==> src/rtl/mem_stage_if.sv <==
// Load/store bus between the MEM stage (master) and the data memory (slave).
// The request, address and write data are held stable until bus_rdy is seen.
interface mem_stage_if;
  logic        bus_req;
  logic        bus_rw;
  logic [31:0] bus_addr;
  logic [3:0]  bus_be;
  logic [31:0] bus_wr_data;
  logic        bus_rdy;
  logic [31:0] bus_rd_data;

  modport master (
    output bus_req, bus_rw, bus_addr, bus_be, bus_wr_data,
    input  bus_rdy, bus_rd_data
  );

  modport slave (
    input  bus_req, bus_rw, bus_addr, bus_be, bus_wr_data,
    output bus_rdy, bus_rd_data
  );
endinterface

==> src/rtl/mem_stage.sv <==
// MEM pipeline stage: decodes the EX/MEM memory op, runs the load/store bus
// transaction, aligns load data and drives the MEM/WB pipeline register.
module mem_stage #(
  parameter logic [2:0] EXP_MISALIGN = 3'd3,
  parameter logic [2:0] EXP_NO_EXP   = 3'd0
) (
  input  logic        clk,
  input  logic        reset,
  input  logic        stall,
  input  logic        flush,
  input  logic [31:0] ex_pc,
  input  logic        ex_en,
  input  logic        ex_br_flag,
  input  logic [3:0]  ex_mem_op,
  input  logic [31:0] ex_mem_wr_data,
  input  logic [1:0]  ex_ctrl_op,
  input  logic [4:0]  ex_dst_addr,
  input  logic        ex_gpr_we_,
  input  logic [2:0]  ex_exp_code,
  input  logic [31:0] ex_out,
  mem_stage_if.master bus,
  output logic        busy,
  output logic [31:0] mem_pc,
  output logic        mem_en,
  output logic        mem_br_flag,
  output logic [1:0]  mem_ctrl_op,
  output logic [4:0]  mem_dst_addr,
  output logic        mem_gpr_we_,
  output logic [2:0]  mem_exp_code,
  output logic [31:0] mem_out
);

  localparam logic [3:0] OP_LW  = 4'd1;
  localparam logic [3:0] OP_LH  = 4'd2;
  localparam logic [3:0] OP_LHU = 4'd3;
  localparam logic [3:0] OP_LB  = 4'd4;
  localparam logic [3:0] OP_LBU = 4'd5;
  localparam logic [3:0] OP_SW  = 4'd6;
  localparam logic [3:0] OP_SH  = 4'd7;
  localparam logic [3:0] OP_SB  = 4'd8;

  typedef enum logic [0:0] {
    ST_IDLE = 1'b0,
    ST_WAIT = 1'b1
  } state_e;

  state_e      state_q, state_d;
  logic        is_load_s, is_store_s, misalign_s, access_s;
  logic        req_s, busy_s;
  logic [3:0]  be_s;
  logic [31:0] wr_data_s, load_data_s;

  logic [31:0] mem_pc_q, mem_pc_d;
  logic        mem_en_q, mem_en_d;
  logic        mem_br_flag_q, mem_br_flag_d;
  logic [1:0]  mem_ctrl_op_q, mem_ctrl_op_d;
  logic [4:0]  mem_dst_addr_q, mem_dst_addr_d;
  logic        mem_gpr_we_q, mem_gpr_we_d;
  logic [2:0]  mem_exp_code_q, mem_exp_code_d;
  logic [31:0] mem_out_q, mem_out_d;

  // Little-endian lane selection plus sign/zero extension of the read word.
  function automatic logic [31:0] align_load(input logic [3:0]  op,
                                             input logic [1:0]  lane,
                                             input logic [31:0] rd);
    logic [15:0] half_v;
    logic [7:0]  byte_v;
    half_v = lane[1] ? rd[31:16] : rd[15:0];
    case (lane)
      2'd0:    byte_v = rd[7:0];
      2'd1:    byte_v = rd[15:8];
      2'd2:    byte_v = rd[23:16];
      default: byte_v = rd[31:24];
    endcase
    case (op)
      OP_LH:   align_load = {{16{half_v[15]}}, half_v};
      OP_LHU:  align_load = {16'h0000, half_v};
      OP_LB:   align_load = {{24{byte_v[7]}}, byte_v};
      OP_LBU:  align_load = {24'h00_0000, byte_v};
      default: align_load = rd;
    endcase
  endfunction

  // Op decode and alignment check.
  always_comb begin
    is_load_s  = 1'b0;
    is_store_s = 1'b0;
    misalign_s = 1'b0;
    case (ex_mem_op)
      OP_LW:         begin is_load_s  = 1'b1; misalign_s = (ex_out[1:0] != 2'b00); end
      OP_LH, OP_LHU: begin is_load_s  = 1'b1; misalign_s = ex_out[0]; end
      OP_LB, OP_LBU: begin is_load_s  = 1'b1; end
      OP_SW:         begin is_store_s = 1'b1; misalign_s = (ex_out[1:0] != 2'b00); end
      OP_SH:         begin is_store_s = 1'b1; misalign_s = ex_out[0]; end
      OP_SB:         begin is_store_s = 1'b1; end
      default:       begin is_load_s  = 1'b0; is_store_s = 1'b0; misalign_s = 1'b0; end
    endcase
    access_s = ex_en & (is_load_s | is_store_s) & (ex_exp_code == EXP_NO_EXP) & ~misalign_s;
  end

  // Byte enables and lane-replicated store data.
  always_comb begin
    be_s      = 4'b1111;
    wr_data_s = ex_mem_wr_data;
    case (ex_mem_op)
      OP_SH: begin
        be_s      = ex_out[1] ? 4'b1100 : 4'b0011;
        wr_data_s = {2{ex_mem_wr_data[15:0]}};
      end
      OP_SB: begin
        be_s      = 4'b0001 << ex_out[1:0];
        wr_data_s = {4{ex_mem_wr_data[7:0]}};
      end
      default: begin
        be_s      = 4'b1111;
        wr_data_s = ex_mem_wr_data;
      end
    endcase
  end

  // Bus-master FSM next state; WAIT relies on upstream holding ex_* while busy.
  always_comb begin
    state_d = state_q;
    req_s   = 1'b0;
    busy_s  = 1'b0;
    case (state_q)
      ST_IDLE: begin
        if (access_s) begin
          req_s = 1'b1;
          if (bus.bus_rdy) begin
            busy_s  = 1'b0;
            state_d = ST_IDLE;
          end else begin
            busy_s  = 1'b1;
            state_d = ST_WAIT;
          end
        end else begin
          state_d = ST_IDLE;
        end
      end
      ST_WAIT: begin
        req_s = 1'b1;
        if (bus.bus_rdy) begin
          busy_s  = 1'b0;
          state_d = ST_IDLE;
        end else begin
          busy_s  = 1'b1;
          state_d = ST_WAIT;
        end
      end
      default: begin
        state_d = ST_IDLE;
      end
    endcase
  end

  // FSM state register.
  always_ff @(posedge clk or posedge reset) begin
    if (reset) begin
      state_q <= ST_IDLE;
    end else begin
      state_q <= state_d;
    end
  end

  // Reset gating keeps the request quiet even if ex_* still presents an access.
  assign bus.bus_req     = req_s & ~reset;
  assign busy            = busy_s & ~reset;
  assign bus.bus_rw      = is_store_s;
  assign bus.bus_addr    = {ex_out[31:2], 2'b00};
  assign bus.bus_be      = be_s;
  assign bus.bus_wr_data = wr_data_s;
  assign load_data_s     = align_load(ex_mem_op, ex_out[1:0], bus.bus_rd_data);

  // MEM/WB next value: stall holds, flush clears, misalign raises an exception.
  always_comb begin
    mem_pc_d       = mem_pc_q;
    mem_en_d       = mem_en_q;
    mem_br_flag_d  = mem_br_flag_q;
    mem_ctrl_op_d  = mem_ctrl_op_q;
    mem_dst_addr_d = mem_dst_addr_q;
    mem_gpr_we_d   = mem_gpr_we_q;
    mem_exp_code_d = mem_exp_code_q;
    mem_out_d      = mem_out_q;
    if (stall) begin
      mem_pc_d = mem_pc_q;
    end else if (flush) begin
      mem_pc_d       = 32'h0000_0000;
      mem_en_d       = 1'b0;
      mem_br_flag_d  = 1'b0;
      mem_ctrl_op_d  = 2'b00;
      mem_dst_addr_d = 5'd0;
      mem_gpr_we_d   = 1'b1;
      mem_exp_code_d = EXP_NO_EXP;
      mem_out_d      = 32'h0000_0000;
    end else if (misalign_s & ex_en & (ex_exp_code == EXP_NO_EXP)) begin
      mem_pc_d       = ex_pc;
      mem_en_d       = ex_en;
      mem_br_flag_d  = ex_br_flag;
      mem_ctrl_op_d  = 2'b00;
      mem_dst_addr_d = 5'd0;
      mem_gpr_we_d   = 1'b1;
      mem_exp_code_d = EXP_MISALIGN;
      mem_out_d      = 32'h0000_0000;
    end else begin
      mem_pc_d       = ex_pc;
      mem_en_d       = ex_en;
      mem_br_flag_d  = ex_br_flag;
      mem_ctrl_op_d  = ex_ctrl_op;
      mem_dst_addr_d = ex_dst_addr;
      mem_gpr_we_d   = ex_gpr_we_;
      mem_exp_code_d = ex_exp_code;
      mem_out_d      = is_load_s ? load_data_s : ex_out;
    end
  end

  // MEM/WB pipeline register.
  always_ff @(posedge clk or posedge reset) begin
    if (reset) begin
      mem_pc_q       <= 32'h0000_0000;
      mem_en_q       <= 1'b0;
      mem_br_flag_q  <= 1'b0;
      mem_ctrl_op_q  <= 2'b00;
      mem_dst_addr_q <= 5'd0;
      mem_gpr_we_q   <= 1'b1;
      mem_exp_code_q <= EXP_NO_EXP;
      mem_out_q      <= 32'h0000_0000;
    end else begin
      mem_pc_q       <= mem_pc_d;
      mem_en_q       <= mem_en_d;
      mem_br_flag_q  <= mem_br_flag_d;
      mem_ctrl_op_q  <= mem_ctrl_op_d;
      mem_dst_addr_q <= mem_dst_addr_d;
      mem_gpr_we_q   <= mem_gpr_we_d;
      mem_exp_code_q <= mem_exp_code_d;
      mem_out_q      <= mem_out_d;
    end
  end

  assign mem_pc       = mem_pc_q;
  assign mem_en       = mem_en_q;
  assign mem_br_flag  = mem_br_flag_q;
  assign mem_ctrl_op  = mem_ctrl_op_q;
  assign mem_dst_addr = mem_dst_addr_q;
  assign mem_gpr_we_  = mem_gpr_we_q;
  assign mem_exp_code = mem_exp_code_q;
  assign mem_out      = mem_out_q;

endmodule

==> src/flat_wrapper.sv <==
// flat-port wrapper written by rule: the top's interface ports become plain ports
module mem_stage_flat 
#(
  parameter logic [2:0] EXP_MISALIGN = 3'd3,
  parameter logic [2:0] EXP_NO_EXP   = 3'd0
)
  (clk, reset, stall, flush, ex_pc, ex_en, ex_br_flag, ex_mem_op, ex_mem_wr_data, ex_ctrl_op, ex_dst_addr, ex_gpr_we_, ex_exp_code, ex_out, busy, mem_pc, mem_en, mem_br_flag, mem_ctrl_op, mem_dst_addr, mem_gpr_we_, mem_exp_code, mem_out, bus_bus_req, bus_bus_rw, bus_bus_addr, bus_bus_be, bus_bus_wr_data, bus_bus_rdy, bus_bus_rd_data);
  mem_stage_if bus_i ();
  input  logic clk;
  input  logic reset;
  input  logic stall;
  input  logic flush;
  input  logic [31:0] ex_pc;
  input  logic ex_en;
  input  logic ex_br_flag;
  input  logic [3:0] ex_mem_op;
  input  logic [31:0] ex_mem_wr_data;
  input  logic [1:0] ex_ctrl_op;
  input  logic [4:0] ex_dst_addr;
  input  logic ex_gpr_we_;
  input  logic [2:0] ex_exp_code;
  input  logic [31:0] ex_out;
  output logic busy;
  output logic [31:0] mem_pc;
  output logic mem_en;
  output logic mem_br_flag;
  output logic [1:0] mem_ctrl_op;
  output logic [4:0] mem_dst_addr;
  output logic mem_gpr_we_;
  output logic [2:0] mem_exp_code;
  output logic [31:0] mem_out;
  output wire logic [$bits(bus_i.bus_req)-1:0] bus_bus_req;
  output wire logic [$bits(bus_i.bus_rw)-1:0] bus_bus_rw;
  output wire logic [$bits(bus_i.bus_addr)-1:0] bus_bus_addr;
  output wire logic [$bits(bus_i.bus_be)-1:0] bus_bus_be;
  output wire logic [$bits(bus_i.bus_wr_data)-1:0] bus_bus_wr_data;
  input wire logic [$bits(bus_i.bus_rdy)-1:0] bus_bus_rdy;
  input wire logic [$bits(bus_i.bus_rd_data)-1:0] bus_bus_rd_data;
  assign bus_bus_req = bus_i.bus_req;
  assign bus_bus_rw = bus_i.bus_rw;
  assign bus_bus_addr = bus_i.bus_addr;
  assign bus_bus_be = bus_i.bus_be;
  assign bus_bus_wr_data = bus_i.bus_wr_data;
  assign bus_i.bus_rdy = bus_bus_rdy;
  assign bus_i.bus_rd_data = bus_bus_rd_data;
  mem_stage #(.EXP_MISALIGN(EXP_MISALIGN), .EXP_NO_EXP(EXP_NO_EXP)) u_core (.clk(clk), .reset(reset), .stall(stall), .flush(flush), .ex_pc(ex_pc), .ex_en(ex_en), .ex_br_flag(ex_br_flag), .ex_mem_op(ex_mem_op), .ex_mem_wr_data(ex_mem_wr_data), .ex_ctrl_op(ex_ctrl_op), .ex_dst_addr(ex_dst_addr), .ex_gpr_we_(ex_gpr_we_), .ex_exp_code(ex_exp_code), .ex_out(ex_out), .bus(bus_i), .busy(busy), .mem_pc(mem_pc), .mem_en(mem_en), .mem_br_flag(mem_br_flag), .mem_ctrl_op(mem_ctrl_op), .mem_dst_addr(mem_dst_addr), .mem_gpr_we_(mem_gpr_we_), .mem_exp_code(mem_exp_code), .mem_out(mem_out));
endmodule
==> config.mk <==
export PLATFORM = sky130hd
export DESIGN_NAME = mem_stage_flat
export DESIGN_NICKNAME = d
export VERILOG_FILES = /design/src/rtl/mem_stage_if.sv /design/src/rtl/mem_stage.sv /design/src/flat_wrapper.sv
export SDC_FILE = /design/constraint.sdc
export NUM_CORES = 1
export LEC_CHECK = 0
export ABC_CLOCK_PERIOD_IN_PS = 6500
export CAP_MARGIN = 0
export CORE_MARGIN = 8
export CORE_UTILIZATION = 41
export CTS_CLUSTER_SIZE = 10
export DETAILED_ROUTE_END_ITERATION = 8
export PLACE_DENSITY = 0.87
export SYNTH_ARGS = -nofsm -noshare
export SYNTH_HDL_FRONTEND = slang
export SYNTH_SLANG_ARGS = --single-unit
==> constraint.sdc <==
create_clock -name clk -period 6.5 [get_ports clk]
set_clock_uncertainty 0.2 [all_clocks]
set_input_delay 1.625 -clock clk [delete_from_list [all_inputs] [get_ports clk]]
set_output_delay 1.625 -clock clk [all_outputs]
set_load 0.01 [all_outputs]
## Word-level counts from Yosys, hierarchy flattened

Cells that the tools add are included.

| storage, ports and cells | value |
|---|---|
| bits in registers | 78 |
| input port bits | 150 |
| output and inout port bits | 148 |
| logic and storage cells | 66 |

| cells by class | value |
|---|---|
| equality and inequality tests | 10 |
| shift-type cells | 1 |
| mux-type cells | 28 |
| bitwise logic cells | 11 |
| reductions and logical operators | 7 |

Operator list:

| cell | count |
|---|---|
| 32-bit 2-to-1 mux | 4 |
| 32-bit one-hot mux with 4 select lines | 1 |
| 32-bit one-hot mux with 2 select lines | 1 |
| 8-bit one-hot mux with 3 select lines | 1 |
| 4-bit by 3-bit == test with 1-bit output (second input constant) | 4 |
| 16-bit 2-to-1 mux | 1 |
| 5-bit 2-to-1 mux | 2 |
| 1-bit 2-to-1 mux | 9 |
| 4-bit by 2-bit == test with 1-bit output (second input constant) | 2 |
| 4-bit one-hot mux with 2 select lines | 1 |
| 1-bit bitwise AND | 7 |
| 3-bit 2-to-1 mux | 2 |
| 1-bit one-hot mux with 2 select lines | 3 |
| 3-bit OR reduction | 2 |
| 5-bit OR reduction | 1 |
| 4-bit by 1-bit == test with 1-bit output (second input constant) | 1 |
| 4-bit == test (second input constant) | 1 |
| 2-bit 2-to-1 mux | 2 |
| 4-bit 2-to-1 mux | 1 |
| 1-bit by 2-bit << shifter with 4-bit output (first input constant) | 1 |
| 3-bit zero test | 1 |
| 1-bit inverter | 3 |
| 2-bit by 1-bit == test with 1-bit output (second input constant) | 1 |
| 2-bit == test (second input constant) | 1 |
| other kinds (4) | 4 |

## Depth between registers and ports, before layout

Gate-level depths: netlist of run 1.

| depth | value |
|---|---|
| depth after elaboration | 10 |
| depth in mapped cells | 7 |
| depth with buffers taken out | 4 |

## Worst setup path before layout of run 1

OpenSTA, ideal clock, no wires.

| timing | value |
|---|---|
| path type | input port to output port |
| start | input reset |
| end | output busy |
| arrival | 3.827 ns |
| required time | 4.675 ns |
| slack | 0.848 ns |
| cell stages on the path | 3 |
| path buffers | 0 |
| cell sequence | inv_1 nand2_1 o22ai_1 |

| on the way | value |
|---|---|
| cells in the longest elaborated chain, start to end | 2 |

RTL lines:

| what | line | source |
|---|---|---|
| start, declared | flat_wrapper.sv:10 | `input logic reset;` |
| 1-bit inverter | mem_stage.sv:168 | `assign busy = busy_s & ~reset;` |
| 1-bit bitwise AND | mem_stage.sv:168 |  |
| end, declared | flat_wrapper.sv:23 | `output logic busy;` |

No other way between the ends.

## Worst setup path in the final report of run 1

| timing | value |
|---|---|
| start | input ex_mem_op[3] |
| end | output bus_bus_wr_data[19] |

| on the way | value |
|---|---|
| cells in the longest elaborated chain, start to end | 2 |
| elaborated cells on any way between the ends | 3 |
| classes of those cells | eq/ne: 2; mux: 1 |

RTL lines:

| what | line | source |
|---|---|---|
| start, declared | flat_wrapper.sv:16 | `input logic [3:0] ex_mem_op;` |
| 4-bit == test / 4-bit by 3-bit == test with 1-bit output (equally long branches) | mem_stage.sv:105 | `case (ex_mem_op)` |
| 32-bit one-hot mux with 2 select lines (*) | mem_stage.sv:105 |  |
| end, declared | flat_wrapper.sv:36 | `output wire logic [$bits(bus_i.bus_wr_data)-1:0] bus_bus_wr_data;` |

Every way passes the cells marked *; elsewhere a longest branch is shown, timed or not.

==> results of run 1 <==
[cell usage in the layout (no fill, tap or decap), drive strengths merged, types with 3 or more instances in the layout]
| cell | Yosys | routed |
|---|---|---|
| a221oi | 16 | 16 |
| nand2b | 16 | 16 |
| o22ai | 5 | 5 |
| mux4 | 7 | 7 |
| a31oi | 3 | 3 |
| a32o | 9 | 9 |
| nor2 | 25 | 25 |
| a21boi | 12 | 12 |
| a21o | 7 | 7 |
| nand2 | 72 | 72 |
| o21ai | 5 | 5 |
| buf | 66 | 13 |
| nor2b | 4 | 4 |
| a22o | 42 | 42 |
| mux2 | 8 | 8 |
| o221a | 8 | 8 |
| nand3 | 7 | 7 |
| mux2i | 3 | 3 |
| or2 | 3 | 3 |
| o31ai | 19 | 19 |
| clkbuf | 17 | 12 |
| o32ai | 6 | 6 |
| clkdlybuf4s50 | 0 | 294 |
| a22oi | 8 | 8 |
| a21oi | 5 | 5 |
| inv | 10 | 10 |
| nand3b | 3 | 3 |
| a211oi | 8 | 8 |
| dfrtp | 77 | 77 |
[per-layer routing]
metal | part of all wire, % | GRT usage, % | up-vias
li1 | - | - | 2288
met1 | 40 | 29.79 | 2408
met2 | 48 | 39.87 | 306
met3 | 10 | 8.903 | 32
met4 | 2.0 | 7.077 | 2
met5 | 0.065 | 0 | -
[state kept, by name (all words and copies together), names as in the netlist]
register and count:
u_core.mem_out 32, u_core.mem_en 1, u_core.mem_ctrl_op 2, u_core.mem_exp_code 3
u_core.state_q 1, u_core.mem_gpr_we_ 1, u_core.mem_br_flag 1, u_core.mem_pc 32
u_core.mem_dst_addr 5
[area by class of cell]
cell class / instances / area, um^2 / area share, %
clock buffer: 12 / 266.5 / 3.339
clock inverter: 4 / 76.32 / 0.9561
inverter: 10 / 38.79 / 0.4859
multi-input combinational: 325 / 2426 / 30.39
sequential: 78 / 1953 / 24.47
tap: 147 / 183.9 / 2.304
timing repair buffer: 307 / 3038 / 38.06
[how the worst max path moves through the flow]
stage | start | end | cells past startpoint
4_1_cts | ex_mem_op[3] | bus_bus_wr_data[19] | 6
6_report | ex_mem_op[3] | bus_bus_wr_data[19] | 6
3_5_place_dp | ex_mem_op[3] | bus_bus_wr_data[19] | 6
2_1_floorplan | reset | busy | 3
5_1_grt | ex_mem_op[3] | bus_bus_wr_data[16] | 6
3_3_place_gp | ex_mem_op[3] | bus_bus_wr_data[19] | 6
[power groups by stage]
stage | combinational, mW | clock (mW) | sequential, mW
after global routing | 0.502 | 0.603 | 0.557
after floorplan | 0.190 | 0 | 0.578
after global placement | 0.465 | 0 | 0.557
final | 0.473 | 0.566 | 0.552
after detailed placement | 0.473 | 0 | 0.560
after CTS | 0.476 | 0.578 | 0.552
[stage by stage]
step	instances	power, mW	setup WS [ps]	area (um^2)
floorplan	496	0.7678	847.9	4965
global placement	867	1.022	723.1	7640
detailed placement	867	1.033	674.0	7640
CTS	883	1.605	656.6	7983
global route	883	1.662	532.7	7983
finish	883	1.591	634.8	7983
[critical path, stage by stage]
cell,delay (ps)
sky130_fd_sc_hd__clkdlybuf4s50_1,530
sky130_fd_sc_hd__and4b_1,210
sky130_fd_sc_hd__buf_4,180
sky130_fd_sc_hd__nor2_2,570
sky130_fd_sc_hd__mux2_2,420
sky130_fd_sc_hd__clkdlybuf4s50_1,490
[kinds of logic (layout without fill, tap and decap cells)]
family          Yosys count  count (layout)  synth area share [%]
flops                    78              78                 39.37
buf+inv                  93             333                 12.01
mux                      18              18                 5.599
compound gates          161             161                 28.60
simple gates            144             144                 14.35
other cells               1               2               0.07559
==> run summary, run 1 <==
STATUS
---------------------------------------------------------------------------------
Outcome                                                              complete, no violations

CLOCKING
---------------------------------------------------------------------------------
CTS tree                                                                     done
Clock latency of the later-clocked register in the worst-skew pair         330 ps
Cts bufs inserted                                                               9
Root Buffer                                                          sky130_fd_sc_hd__clkbuf_16
Number of cells upsized or downsized after cts                                  0
Clk pin slew, worst setup/hold paths                                        60 ps
Clock tree sinks                                                               78
Setup repair bufs after CTS                                                     0
Count of H-tree levels built during CTS                                         3
Maximum buffer depth of the clock tree                                          2
CTS hold repair buffers                                                         0

POWER
---------------------------------------------------------------------------------
Proportion of power drawn by flip-flops and latches                         34.7%
Proportion of power drawn by combinational gates                            29.7%
Worst VDD drop                                                        0.0001202 V
P per Cell Area                                                      199.2 nW/um^2
Power spent charging and discharging nets                                426.1 uW
Leakage                                                                  3.289 nW
Clock group share of total power                                            35.6%
P_int                                                                    1.164 mW
Net switching fraction of the power                                        26.79%

FINAL LAYOUT
---------------------------------------------------------------------------------
# diodes                                                                        0
Synth-to-Final Area Change                                                 60.91%
Count of nets after finishing                                                 881
Fill count                                                                    929
Layout cells sized above 1                                                 11.01%
Layout Utilization                                                         67.02%

PLACE
---------------------------------------------------------------------------------
Number of port buffers                                                        295
Post-detailed-placement half-perimeter wirelength                        15890 um
Last weighted congestion value of the routability-driven placer            0.9094

DETAILED ROUTING
---------------------------------------------------------------------------------
1st-iter DRT viols                                                            471
Drt via density                                                             5.703
Mean routed wirelength per cell                                          22.63 um
Total vias in the final route                                                5036
DR DRC count                                                                    0
First drt pass iteration count                                                  8
Post-detailed-route count of antenna-violating nets                             0
Total routed wirelength                                                  19980 um

FLOORPLANNING
---------------------------------------------------------------------------------
DIE WIDTH                                                                  126 um
Starting density of the core                                               41.65%
Die ar.                                                                15880 um^2
Top-level port count                                                          298
Floorplan die height                                                       126 um
Standard-cell rows                                                             40
Placeable Area                                                         11910 um^2

SETUP PATH
---------------------------------------------------------------------------------
Arrival time worst endpoint                                               4040 ps
Largest fanout on the critical path                                            17
Critical R2R Capture                                                 u_core.mem_out[5]
R2R cell count                                                                  3
Worst reg2reg path startpoint                                        u_core.mem_out[5]
Critical Path RT                                                          4680 ps
Crit end category                                                      output pin
Startpoint types                                                       input port
Reg2Reg Setup Slack                                                       5370 ps
Critical setup path kind                                             input port to output pin

TIMING
---------------------------------------------------------------------------------
Setup TNS                                                                    0 ps
Endpoints failing hold                                                          0
Minimum period implied by the final worst setup slack                     5865 ps
Final clock period utilization by the worst path                           90.23%
Rel. slew slack                                                            33.10%
Max-slew violations                                                             0
Achievable Freq                                                         170.5 MHz
Slew of the pin with the lowest slew margin                               1003 ps
RSZ-0062 raised after global routing                                        false
Post-Route Hold Slack                                                    270.6 ps
Final setup viols                                                               0

MIN PATH
---------------------------------------------------------------------------------
Hold Crit Depth                                                                 2
Worst min-delay path endpoint                                        u_core.mem_gpr_we_
Hold Crit Class                                                      register to register
Startpoint of the tightest hold check path                           u_core.mem_gpr_we_

SYNTHESIS
---------------------------------------------------------------------------------
Synthesized netlist cell count                                                495
Average size of a mapped cell                                          10.02 um^2
Synth top area share                                                       38.84%
Flip-flop and latch count after synthesis                                      78
Proportion of synthesized chip area in sequential cells                    39.37%
Leading cell type by number of instances after synthesis             sky130_fd_sc_hd__dfrtp_1
Count of warnings emitted by yosys                                              0
Synth cell count leaders                                             sky130_fd_sc_hd__dfrtp_1, sky130_fd_sc_hd__nand2_1, sky130_fd_sc_hd__buf_4
Ys flop type                                                         sky130_fd_sc_hd__dfrtp_1
Fraction of registers with async set or reset after synthesis              100.0%
Post-synthesis cell type count                                                 63
Synth Cell Area                                                         4961 um^2
Count of flip-flops with a built-in enable after synthesis                      0
Dominant cells by area after synthesis                               sky130_fd_sc_hd__dfrtp_1, sky130_fd_sc_hd__a22o_1, sky130_fd_sc_hd__buf_4
Cell type with the largest total area after synthesis                sky130_fd_sc_hd__dfrtp_1

GRT
---------------------------------------------------------------------------------
Pin count of the biggest net entering global routing                           79
Global router's overall resource usage                                     24.49%
Antenna violations before repair                                                1
Vias in the first global route                                               5264
Grt total ovfl                                                                  0
Global-route wire length before repair                                   30530 um

JOB
---------------------------------------------------------------------------------
MaxCap Viol Count                                                               0

Note: power is estimated with default switching activity, not from simulation.
==> run 2: changes to the inputs <==
Settings changed: GPL_TIMING_DRIVEN set to 0.
==> run 2 against run 1 <==
Net effect: core utilization is 4.0 points higher; final cell count rose by 7.8%; critical path depth is 1 higher; sequential cell count unchanged; maximum frequency shrank 2.0%; clock power grew 6.4%; worst setup slack worse by 120 ps; worst hold slack better by 1.6 ps; sequential share of layout area decreased by 1.4 points; wire length rose by 7.1%; total power increased by 4.4%; global-route usage is 2.0 points higher.
==> run summary, run 2 (same netlist as run 1, synthesis figures left out) <==
STATUS
---------------------------------------------------------------------------------
Outcome                                                              complete, no violations

CLOCKING
---------------------------------------------------------------------------------
Count of H-tree levels built during CTS                                         3
Clock latency of the later-clocked register in the worst-skew pair         340 ps
Root Buffer                                                          sky130_fd_sc_hd__clkbuf_16
Clock tree sinks                                                               78
Cts bufs inserted                                                               9
CTS hold repair buffers                                                         0
Setup repair bufs after CTS                                                     0
Clk pin slew, worst setup/hold paths                                        70 ps
Maximum buffer depth of the clock tree                                          2
CTS tree                                                                     done
Number of cells upsized or downsized after cts                                  0

SETUP PATH
---------------------------------------------------------------------------------
Cell at the slowest stage of the critical path                       sky130_fd_sc_hd__clkdlybuf4s50_1
Crit path largest cell delay                                               530 ps
Largest fanout on the critical path                                            10
Reg2Reg Setup Slack                                                       5360 ps
Cell Chain, Critical Path                                            clkdlybuf4s50_1 > buf_4 > and4b_1 > nor2_2 > buf_2 > mux2_2 > clkdlybuf4s50_1
Most frequent cell on the critical path                              sky130_fd_sc_hd__clkdlybuf4s50_1
Critical Path RT                                                          4680 ps
Critical setup path kind                                             input port to output pin
Startpoint types                                                       input port
Crit end category                                                      output pin
Arrival time worst endpoint                                               4160 ps

TIMING
---------------------------------------------------------------------------------
Post-route worst setup slack                                             516.1 ps
Final clock period utilization by the worst path                           92.06%
Final setup viols                                                               0
Minimum period implied by the final worst setup slack                     5984 ps
Endpoints failing hold                                                          0
Rel. slew slack                                                            51.56%
Slew of the pin with the lowest slew margin                              726.6 ps
RSZ-0062 raised after global routing                                        false
Achievable Freq                                                         167.1 MHz
Max-slew violations                                                             0

DETAILED ROUTING
---------------------------------------------------------------------------------
Post-detailed-route count of antenna-violating nets                             0
Drt via density                                                             5.662
Total routed wirelength                                                  21410 um
First drt pass iteration count                                                  5
Mean routed wirelength per cell                                          22.49 um
1st-iter DRT viols                                                            397
Total vias in the final route                                                5390
DR DRC count                                                                    0

FLOORPLANNING
---------------------------------------------------------------------------------
DIE WIDTH                                                                  126 um
Die ar.                                                                15880 um^2
Floorplan die height                                                       126 um
Placeable Area                                                         11910 um^2
Top-level port count                                                          298
Starting density of the core                                               41.65%
Standard-cell rows                                                             40

GRT
---------------------------------------------------------------------------------
Antenna violations before repair                                                0
Grt total ovfl                                                                  0
Global-route wire length before repair                                   33260 um
Pin count of the biggest net entering global routing                           52
Vias in the first global route                                               5797
Global router's overall resource usage                                     26.46%

PLACE
---------------------------------------------------------------------------------
Placed Cells incl. Taps                                                       936
Place WS                                                                 561.6 ps
Last weighted congestion value of the routability-driven placer            0.9095
Post-detailed-placement half-perimeter wirelength                        17400 um
Number of port buffers                                                        292

MIN PATH
---------------------------------------------------------------------------------
Hold Crit Class                                                      register to register

FINAL LAYOUT
---------------------------------------------------------------------------------
Synth-to-Final Area Change                                                 70.49%
Top library cells by usage in the layout, fill and taps aside        sky130_fd_sc_hd__clkdlybuf4s50_1, sky130_fd_sc_hd__dfrtp_1, sky130_fd_sc_hd__nand2_1, sky130_fd_sc_hd__buf_4, sky130_fd_sc_hd__a22o_1
# diodes                                                                        0
Fill count                                                                    888
Layout cells sized above 1                                                 16.65%
Number of standard cells in the final layout excluding fillers                952
Count of nets after finishing                                                 950
Most common library cell in the layout ignoring fill and taps        sky130_fd_sc_hd__clkdlybuf4s50_1

POWER
---------------------------------------------------------------------------------
Leakage                                                                  3.569 nW
P per Cell Area                                                      196.3 nW/um^2
Worst VDD drop                                                        0.0001086 V

JOB
---------------------------------------------------------------------------------
MaxCap Viol Count                                                               0

==> run 2: metrics by stage <==
| stage | setup TNS (ps) | util, % | power [mW] | hold WS, ps | area, um^2 |
|---|---|---|---|---|---|
| after global placement | -1473 | 67.76 | 1.052 | 253.9 | 8071 |
| after detailed placement | 0 | 68.01 | 1.065 | 261.8 | 8102 |
| after floorplan | 0 | - | 0.7678 | 265.4 | 4965 |
| after global routing | 0 | 71.01 | 1.725 | 281.9 | 8458 |
| after CTS | 0 | 71.01 | 1.666 | 271.2 | 8458 |
| final | 0 | 71.01 | 1.660 | 272.2 | 8458 |
==> run 2: power by group <==
part           switching (mW)  internal, mW  total, mW
logic                   0.217         0.290      0.507
clock network           0.213         0.389      0.602
registers              0.0240         0.528      0.552
total                   0.453          1.21       1.66
==> run 2: path summary, 6_finish.rpt <==
kind	start	to	cells after the start
min in group asynchronous	reset	u_core.state_q	2
min reg2reg	u_core.mem_gpr_we_	u_core.mem_gpr_we_	2
max reg2reg	u_core.mem_out[2]	u_core.mem_out[2]	3
max	ex_mem_op[3]	bus_bus_wr_data[23]	7
max in group asynchronous	reset	u_core.mem_gpr_we_	3
min	u_core.mem_gpr_we_	u_core.mem_gpr_we_	2
==> run 2: final cells by class <==
| type | instances | area (um^2) | area share, % |
|---|---|---|---|
| buffer | 83 | 558.0 | 6.598 |
| clock inverter | 6 | 117.6 | 1.391 |
| tap | 147 | 183.9 | 2.175 |
| inverter | 10 | 40.04 | 0.4734 |
| sequential | 78 | 1953 | 23.09 |
| multi-input combinational | 325 | 2416 | 28.57 |
| clock buffer | 10 | 239.0 | 2.825 |
| timing repair buffer | 293 | 2950 | 34.88 |
==> run 2: per-layer routing <==
metal	up-vias	share of wire, %	wire length, um	track usage (%)
li1	2424	-	-	-
met1	2608	41	8759	32.05
met2	328	49	10430	44.74
met3	30	8.5	1817	7.384
met4	0	1.8	396	7.997
met5	-	0	0	0
==> run 2: critical path, delay by kind of cell <==
| family | cells | cell delay (ps) |
|---|---|---|
| AND/OR/NAND/NOR | 2 | 630 |
| multiplexers | 1 | 370 |
| buffers and inverters | 4 | 1530 |
